`config.mk`:
```
export PLATFORM = sky130hd
export DESIGN_NAME = core_run_ctrl_flat
export DESIGN_NICKNAME = d
export VERILOG_FILES = /design/src/rtl/core_run_ctrl_if.sv /design/src/rtl/core_run_ctrl.sv /design/src/flat_wrapper.sv
export SDC_FILE = /design/constraint.sdc
export NUM_CORES = 1
export LEC_CHECK = 0
export CAP_MARGIN = 10
export CORE_MARGIN = 5
export CORE_UTILIZATION = 43
export DETAILED_ROUTE_END_ITERATION = 12
export PLACE_DENSITY = 0.89
export SYNTH_ARGS = -nofsm -noshare
export SYNTH_HDL_FRONTEND = slang
export SYNTH_SLANG_ARGS = --single-unit
```
`constraint.sdc`:
```
create_clock -name clk -period 3.1 [get_ports clk]
set_input_delay 0.62 -clock clk [delete_from_list [all_inputs] [get_ports clk]]
set_output_delay 0.62 -clock clk [all_outputs]
set_load 0.05 [all_outputs]
```
`src/rtl/core_run_ctrl_if.sv`:
```
// Program-load port of the run controller: the host streams instruction words,
// and the controller accepts them one per cycle while it is loading.
interface core_run_ctrl_if;
  // A word transfers on every rising edge where prog_valid_i && prog_ready_o.
  // The host holds data/last stable while valid is high and ready is low.
  // prog_last_i only has meaning on a transferring beat.
  logic        prog_valid_i;
  logic        prog_ready_o;
  logic [31:0] prog_data_i;
  logic        prog_last_i;

  modport master (
    output prog_valid_i,
    output prog_data_i,
    output prog_last_i,
    input  prog_ready_o
  );

  modport slave (
    input  prog_valid_i,
    input  prog_data_i,
    input  prog_last_i,
    output prog_ready_o
  );
endinterface

```
`src/rtl/core_run_ctrl.sv`:
```
// Load-run-report controller for the single-cycle core: streams a program into
// imem, releases the core for a bounded run, then records why and when it halted.
module core_run_ctrl #(
  parameter int IMEM_DEPTH = 64,
  parameter int CYC_W      = 16
) (
  input  logic             clk,
  input  logic             rst,
  core_run_ctrl_if.slave   prog,
  input  logic             start_i,
  input  logic [CYC_W-1:0] max_cycles_i,
  input  logic [31:0]      core_pc_i,
  input  logic [31:0]      core_instr_i,
  output logic             core_rst_o,
  output logic             imem_we_o,
  output logic [31:0]      imem_waddr_o,
  output logic [31:0]      imem_wdata_o,
  output logic             busy_o,
  output logic             done_o,
  output logic [1:0]       halt_cause_o,
  output logic [CYC_W-1:0] cycles_o,
  output logic [2:0]       dbg_state_o
);

  localparam int               AW       = $clog2(IMEM_DEPTH);
  localparam logic [AW-1:0]    LAST_IDX = AW'(IMEM_DEPTH - 1);
  localparam logic [CYC_W-1:0] CYC_MAX  = '1;

  typedef enum logic [2:0] {
    S_IDLE       = 3'd0,
    S_LOAD       = 3'd1,
    S_RESET_CORE = 3'd2,
    S_RUN        = 3'd3,
    S_DONE       = 3'd4
  } state_t;

  state_t           state, state_nxt;
  logic [AW-1:0]    word_cnt;
  logic             rc_cnt;
  logic [CYC_W-1:0] k, k_next, budget;
  logic [31:0]      prev_pc;
  logic             hist_valid;
  logic             load_ready, beat, beat_last;
  logic             hit_ecall, hit_loop, hit_tmo, halt;
  logic [1:0]       cause_nxt;
  logic             we_q;
  logic [31:0]      waddr_q, wdata_q;

  assign load_ready = (state == S_LOAD);
  assign beat       = load_ready && prog.prog_valid_i;
  assign beat_last  = beat && (prog.prog_last_i || (word_cnt == LAST_IDX));

  // Halt checks in priority order; k_next saturates so an unlimited run never wraps.
  always_comb begin
    k_next    = (k == CYC_MAX) ? k : k + CYC_W'(1);
    hit_ecall = (core_instr_i == 32'h0000_0073);
    hit_loop  = hist_valid && (core_pc_i == prev_pc);
    hit_tmo   = (budget != '0) && (k_next == budget);
    cause_nxt = 2'd0;
    if (hit_ecall)     cause_nxt = 2'd1;
    else if (hit_loop) cause_nxt = 2'd2;
    else if (hit_tmo)  cause_nxt = 2'd3;
    halt = (state == S_RUN) && (cause_nxt != 2'd0);
  end

  always_ff @(posedge clk or negedge rst) begin
    if (!rst) state <= S_IDLE;
    else      state <= state_nxt;
  end

  always_comb begin
    state_nxt = state;
    case (state)
      S_IDLE:       if (start_i) state_nxt = S_LOAD;
      S_LOAD:       if (beat_last) state_nxt = S_RESET_CORE;
      S_RESET_CORE: if (rc_cnt) state_nxt = S_RUN;
      S_RUN:        if (halt) state_nxt = S_DONE;
      S_DONE:       if (start_i) state_nxt = S_LOAD;
      default:      state_nxt = S_IDLE;
    endcase
  end

  always_comb begin
    core_rst_o        = (state != S_RUN);
    busy_o            = (state == S_LOAD) || (state == S_RESET_CORE) || (state == S_RUN);
    done_o            = (state == S_DONE);
    prog.prog_ready_o = load_ready;
    dbg_state_o       = state;
  end

  // rc_cnt toggles twice across RESET_CORE, so it is back at 0 on every entry.
  always_ff @(posedge clk or negedge rst) begin
    if (!rst) begin
      word_cnt     <= '0;
      rc_cnt       <= 1'b0;
      k            <= '0;
      budget       <= '0;
      prev_pc      <= '0;
      hist_valid   <= 1'b0;
      cycles_o     <= '0;
      halt_cause_o <= 2'd0;
      we_q         <= 1'b0;
      waddr_q      <= '0;
      wdata_q      <= '0;
    end else begin
      we_q <= beat;
      if (beat) begin
        waddr_q  <= {{(30-AW){1'b0}}, word_cnt, 2'b00};
        wdata_q  <= prog.prog_data_i;
        word_cnt <= word_cnt + AW'(1);
      end
      case (state)
        S_IDLE, S_DONE: begin
          if (start_i) word_cnt <= '0;
        end
        S_RESET_CORE: begin
          rc_cnt       <= ~rc_cnt;
          k            <= '0;
          hist_valid   <= 1'b0;
          cycles_o     <= '0;
          halt_cause_o <= 2'd0;
          budget       <= max_cycles_i;
        end
        S_RUN: begin
          k          <= k_next;
          prev_pc    <= core_pc_i;
          hist_valid <= 1'b1;
          if (halt) begin
            cycles_o     <= k_next;
            halt_cause_o <= cause_nxt;
          end
        end
        default: ;
      endcase
    end
  end

  assign imem_we_o    = we_q;
  assign imem_waddr_o = waddr_q;
  assign imem_wdata_o = wdata_q;

endmodule

```
`src/flat_wrapper.sv`:
```
// flat-port wrapper written by rule: the top's interface ports become plain ports
module core_run_ctrl_flat 
#(
  parameter int IMEM_DEPTH = 64,
  parameter int CYC_W      = 16
)
  (clk, rst, start_i, max_cycles_i, core_pc_i, core_instr_i, core_rst_o, imem_we_o, imem_waddr_o, imem_wdata_o, busy_o, done_o, halt_cause_o, cycles_o, dbg_state_o, prog_prog_valid_i, prog_prog_data_i, prog_prog_last_i, prog_prog_ready_o);
  core_run_ctrl_if prog_i ();
  input  logic clk;
  input  logic rst;
  input  logic start_i;
  input  logic [CYC_W-1:0] max_cycles_i;
  input  logic [31:0] core_pc_i;
  input  logic [31:0] core_instr_i;
  output logic core_rst_o;
  output logic imem_we_o;
  output logic [31:0] imem_waddr_o;
  output logic [31:0] imem_wdata_o;
  output logic busy_o;
  output logic done_o;
  output logic [1:0] halt_cause_o;
  output logic [CYC_W-1:0] cycles_o;
  output logic [2:0] dbg_state_o;
  input wire logic [$bits(prog_i.prog_valid_i)-1:0] prog_prog_valid_i;
  input wire logic [$bits(prog_i.prog_data_i)-1:0] prog_prog_data_i;
  input wire logic [$bits(prog_i.prog_last_i)-1:0] prog_prog_last_i;
  output wire logic [$bits(prog_i.prog_ready_o)-1:0] prog_prog_ready_o;
  assign prog_i.prog_valid_i = prog_prog_valid_i;
  assign prog_i.prog_data_i = prog_prog_data_i;
  assign prog_i.prog_last_i = prog_prog_last_i;
  assign prog_prog_ready_o = prog_i.prog_ready_o;
  core_run_ctrl #(.IMEM_DEPTH(IMEM_DEPTH), .CYC_W(CYC_W)) u_core (.clk(clk), .rst(rst), .prog(prog_i), .start_i(start_i), .max_cycles_i(max_cycles_i), .core_pc_i(core_pc_i), .core_instr_i(core_instr_i), .core_rst_o(core_rst_o), .imem_we_o(imem_we_o), .imem_waddr_o(imem_waddr_o), .imem_wdata_o(imem_wdata_o), .busy_o(busy_o), .done_o(done_o), .halt_cause_o(halt_cause_o), .cycles_o(cycles_o), .dbg_state_o(dbg_state_o));
endmodule
```
==> impl_summary.md <==
Power
In this run the power density over the cells is 902 mW/mm². The final total power is 9380 µW. Across the VDD grid, the largest voltage drop is 0.750 mV.

The reported leakage power is 0.00458 µW.

Layout
The area of all placed cells without fillers is 0.0104 mm². The share of final-layout standard cells stronger than drive strength 1 is 23.1%. The layout overhead on the synthesized area is 49.1%.

The top cell types in the final layout, fill and taps aside, are clkdlybuf4s50_1 (178), nand2_1 (136), dfrtp_1 (130). For this run, the post-layout net count is 1086. The count of antenna diodes in the layout is 0. The most common cell after layout, fill and taps aside is clkdlybuf4s50_1. Fill cells in the final layout number 1163.

Placed design
Port buffering added 180 buffers. The total half-perimeter wirelength after legalization and detailed placement is 16.2 mm. Before CTS, the worst setup slack after placement is -0.182 ns. The weighted congestion at the end of routability-driven global placement is 1.03. In this run the cell area measured after placement is 0.00949 mm².

Global route
The overall overflow remaining after global route is 0. The initial antenna violation count is 0. The first global-routing pass estimated 34.2 mm of wire. Entering global routing, the biggest net connects 59 pins.

The global router's overall resource usage is 23.2%. The via count of the first global-routing pass came to 6653.

Critical path
For the worst setup path, the data required time is 3.45 ns. The critical path arrival is 3.42 ns. The startpoint type of the worst setup path is a flop. Of all nets on the critical path, the largest fanout is 5. The startpoint identified for the worst register-to-register timing path is u_core.k[4].

STA classifies the critical path endpoint as a flop. By startpoint and endpoint, the worst setup path is classified as flop to flop. The setup slack on the worst flop-to-flop path is 0.03 ns. The critical register-to-register path endpoint is u_core.halt_cause_o[0].

The number of cell instances on the worst register-to-register path is 12.

Floorplan
In this run the count of I/O pins placed on the die edge is 207. The chip width is 137 µm. The floorplan has 46 rows. The initial utilization of the core area, before any placement, comes to 43.9%.

The floorplan die height is 137 µm. The die covers 0.0189 mm². The region available for standard cell placement spans 0.0159 mm².

Yosys
For this run, asynchronously set or reset flops after synthesis account for 100%. The mapped netlist covers 0.00698 mm². The post-synthesis sequential element count is 132. Among all flip-flop cells after synthesis, the most frequent one is dfrtp_1. Dividing the synthesized area by the synthesized cell count gives 9.91 µm².

The yosys synthesis warning count is 0. By area the synthesized netlist is led by dfrtp_1 (47%), mux2_2 (8.7%), nand2_1 (7.4%), xor2_1 (4.0%), buf_4 (2.8%). The proportion of synthesized chip area in sequential cells is 47.3%. After synthesis, the netlist uses 62 different library cells. The most area-hungry cell type in the Yosys netlist is dfrtp_1. Synthesis produced a netlist whose cell count is 704. The number of enable flip-flop cells after synthesis is 0. Summed over its instances, the top area cell type makes up 47.3% of the synthesized netlist area.

Timing
The setup TNS is 0 ns. The transition time at the pin with the least slew margin is 0.612 ns. The highest achievable clock rate is 325 MHz.

The smallest clock period supported by the final layout is computed as 3.07 ns. The slack of the critical path is 0.0278 ns. The number of max-slew violations in the final report came to 0.

The final critical path takes up 99.1% of the cycle. The clock skew after layout is 0.0120 ns. The relative slew slack is 58.7%. The count of final setup violators is 0. Final hold analysis gives a worst-case slack of 0.0357 ns. The number of hold-slack violations in the final timing report came to 0.

CTS
The clock tree from TritonCTS is built. Counting every sink on the clock net gives 132. The clock input transition at the sequential cells of the worst setup and hold paths is 0.06 ns. The master cell of the clock root buffer is clkbuf_16. The clock reaches the later pin of the worst-skew pair after 0.42 ns. The H-tree was split into 4 levels. The maximum root-to-sink buffer count is 2. Counting the buffers created by CTS gives 17. The number of hold buffers added after CTS was 0.

Routing
After detailed routing, the average wire length per cell comes to 18.6 µm. Dividing the detail-routed via count by the number of cells gives 5.47. The detailed router finished its first iteration with 494 violations.

The final routed DRC violation total is 0. The routed layout has 6544 vias. The first-pass detailed-route iteration total is 5. The number of nets with antenna violations after routing is 0. The final layout contains routed wiring with a total length of 22.2 mm.

Flow run
The number of maximum-capacitance constraint violations is 0.

Status
The run finished with clean final reports.

Min path
The worst hold-check path type is input port to asynchronous set/reset pin.
[flip-flops by register name (all words and copies together), names as in the netlist]
register             count
u_core.dbg_state_o       3
u_core.word_cnt          6
u_core.k                16
u_core.rc_cnt            1
u_core.budget           16
u_core.halt_cause_o      2
u_core.prev_pc          32
u_core.imem_we_o         1
u_core.cycles_o         16
u_core.hist_valid        1
u_core.imem_waddr_o      6
u_core.imem_wdata_o     32
[stage by stage]
stage	instances	utilization, %
finish	1196	65.5
global route	1196	65.5
detailed placement	1149	59.7
global placement	1149	59.7
floorplan	729	-
CTS	1186	63.9
[critical path, stage by stage (launching register included)]
cell and delay [ns]:
dfrtp_1 0.43, nand4_1 0.25, buf_4 0.23, nor4_4 0.29, buf_4 0.20, nor4_1 0.06
a211o_1 0.28, nand3b_1 0.19, nor4b_2 0.26, nand4_1 0.25, buf_4 0.24, a21oi_4 0.15
a2bb2oi_2 0.15
[layout make-up]
cell class / instances / area, µm² / share of cell area [%]
Inverter: 9 / 33.8 / 0.325
Multi-Input combinational cell: 523 / 3560 / 34.2
Timing Repair Buffer: 284 / 2630 / 25.3
Tap cell: 216 / 270 / 2.60
Sequential cell: 132 / 3310 / 31.8
Clock inverter: 15 / 180 / 1.73
Clock buffer: 17 / 425 / 4.09
[how the worst max path moves through the flow]
stage	from	to	slack [ns]
after floorplan	u_core.k[8]	u_core.cycles_o[2]	0.02
after global placement	core_pc_i[14]	u_core.cycles_o[10]	-0.17
after detailed placement	core_pc_i[26]	u_core.cycles_o[10]	-0.18
after CTS	u_core.k[3]	u_core.cycles_o[9]	0.009
after global routing	u_core.k[0]	u_core.halt_cause_o[0]	-0.05
final	u_core.k[4]	u_core.halt_cause_o[0]	0.03
[timing repair]
action	in CTS	in global routing
setup buffers	5	8
setup endpoints to repair	16	21
pin swaps	3	9
gates resized for setup	3	35
gates cloned	0	2
[metal layers]
metal / global-route usage (%) / routed length, µm / up-vias
met5: 0 / 0 / -
met4: 9.37 / 808 / 0
met3: 7.27 / 2160 / 69
met2: 37.9 / 10700 / 403
met1: 28.7 / 8510 / 3118
li1: - / - / 2954
[cells by family after synthesis]
kind of cell / count (synthesis) / synth area share [%]
compound gates: 86 / 8.70
fa+ha+maj: 2 / 0.359
mux: 58 / 9.29
buf+inv: 75 / 5.79
simple gates: 297 / 21.4
other cells: 1 / 0.0538
xor+xnor: 53 / 7.07
flops: 132 / 47.3
[where the power goes]
group | switching (µW) | internal (µW)
clock network | 814 | 1270
registers | 510 | 2350
logic | 2630 | 1810
total | 3950 | 5430
[cells in the mapped netlist (4+ instances only)]
| master | n |
|---|---|
| nand2_1 | 137 |
| dfrtp_1 | 132 |
| mux2_2 | 54 |
| nor2_1 | 34 |
| xor2_1 | 32 |
| buf_4 | 26 |
| nor4_1 | 26 |
| a21oi_1 | 23 |
| clkbuf_1 | 23 |
| nand3_1 | 19 |
| xnor2_1 | 19 |
| o21ai_0 | 14 |
| a32o_1 | 13 |
| nand4_1 | 13 |
| nor3_1 | 10 |
| inv_1 | 9 |
| nand2b_1 | 9 |
| a22o_1 | 8 |
| buf_2 | 8 |
| buf_1 | 7 |
| nor3b_1 | 6 |
| nor2b_1 | 5 |
| or4_1 | 5 |
| and4_1 | 4 |
| mux2i_1 | 4 |
| nand4b_1 | 4 |
| nor4b_1 | 4 |
| or3_1 | 4 |
(Power assumes the default switching activity.)
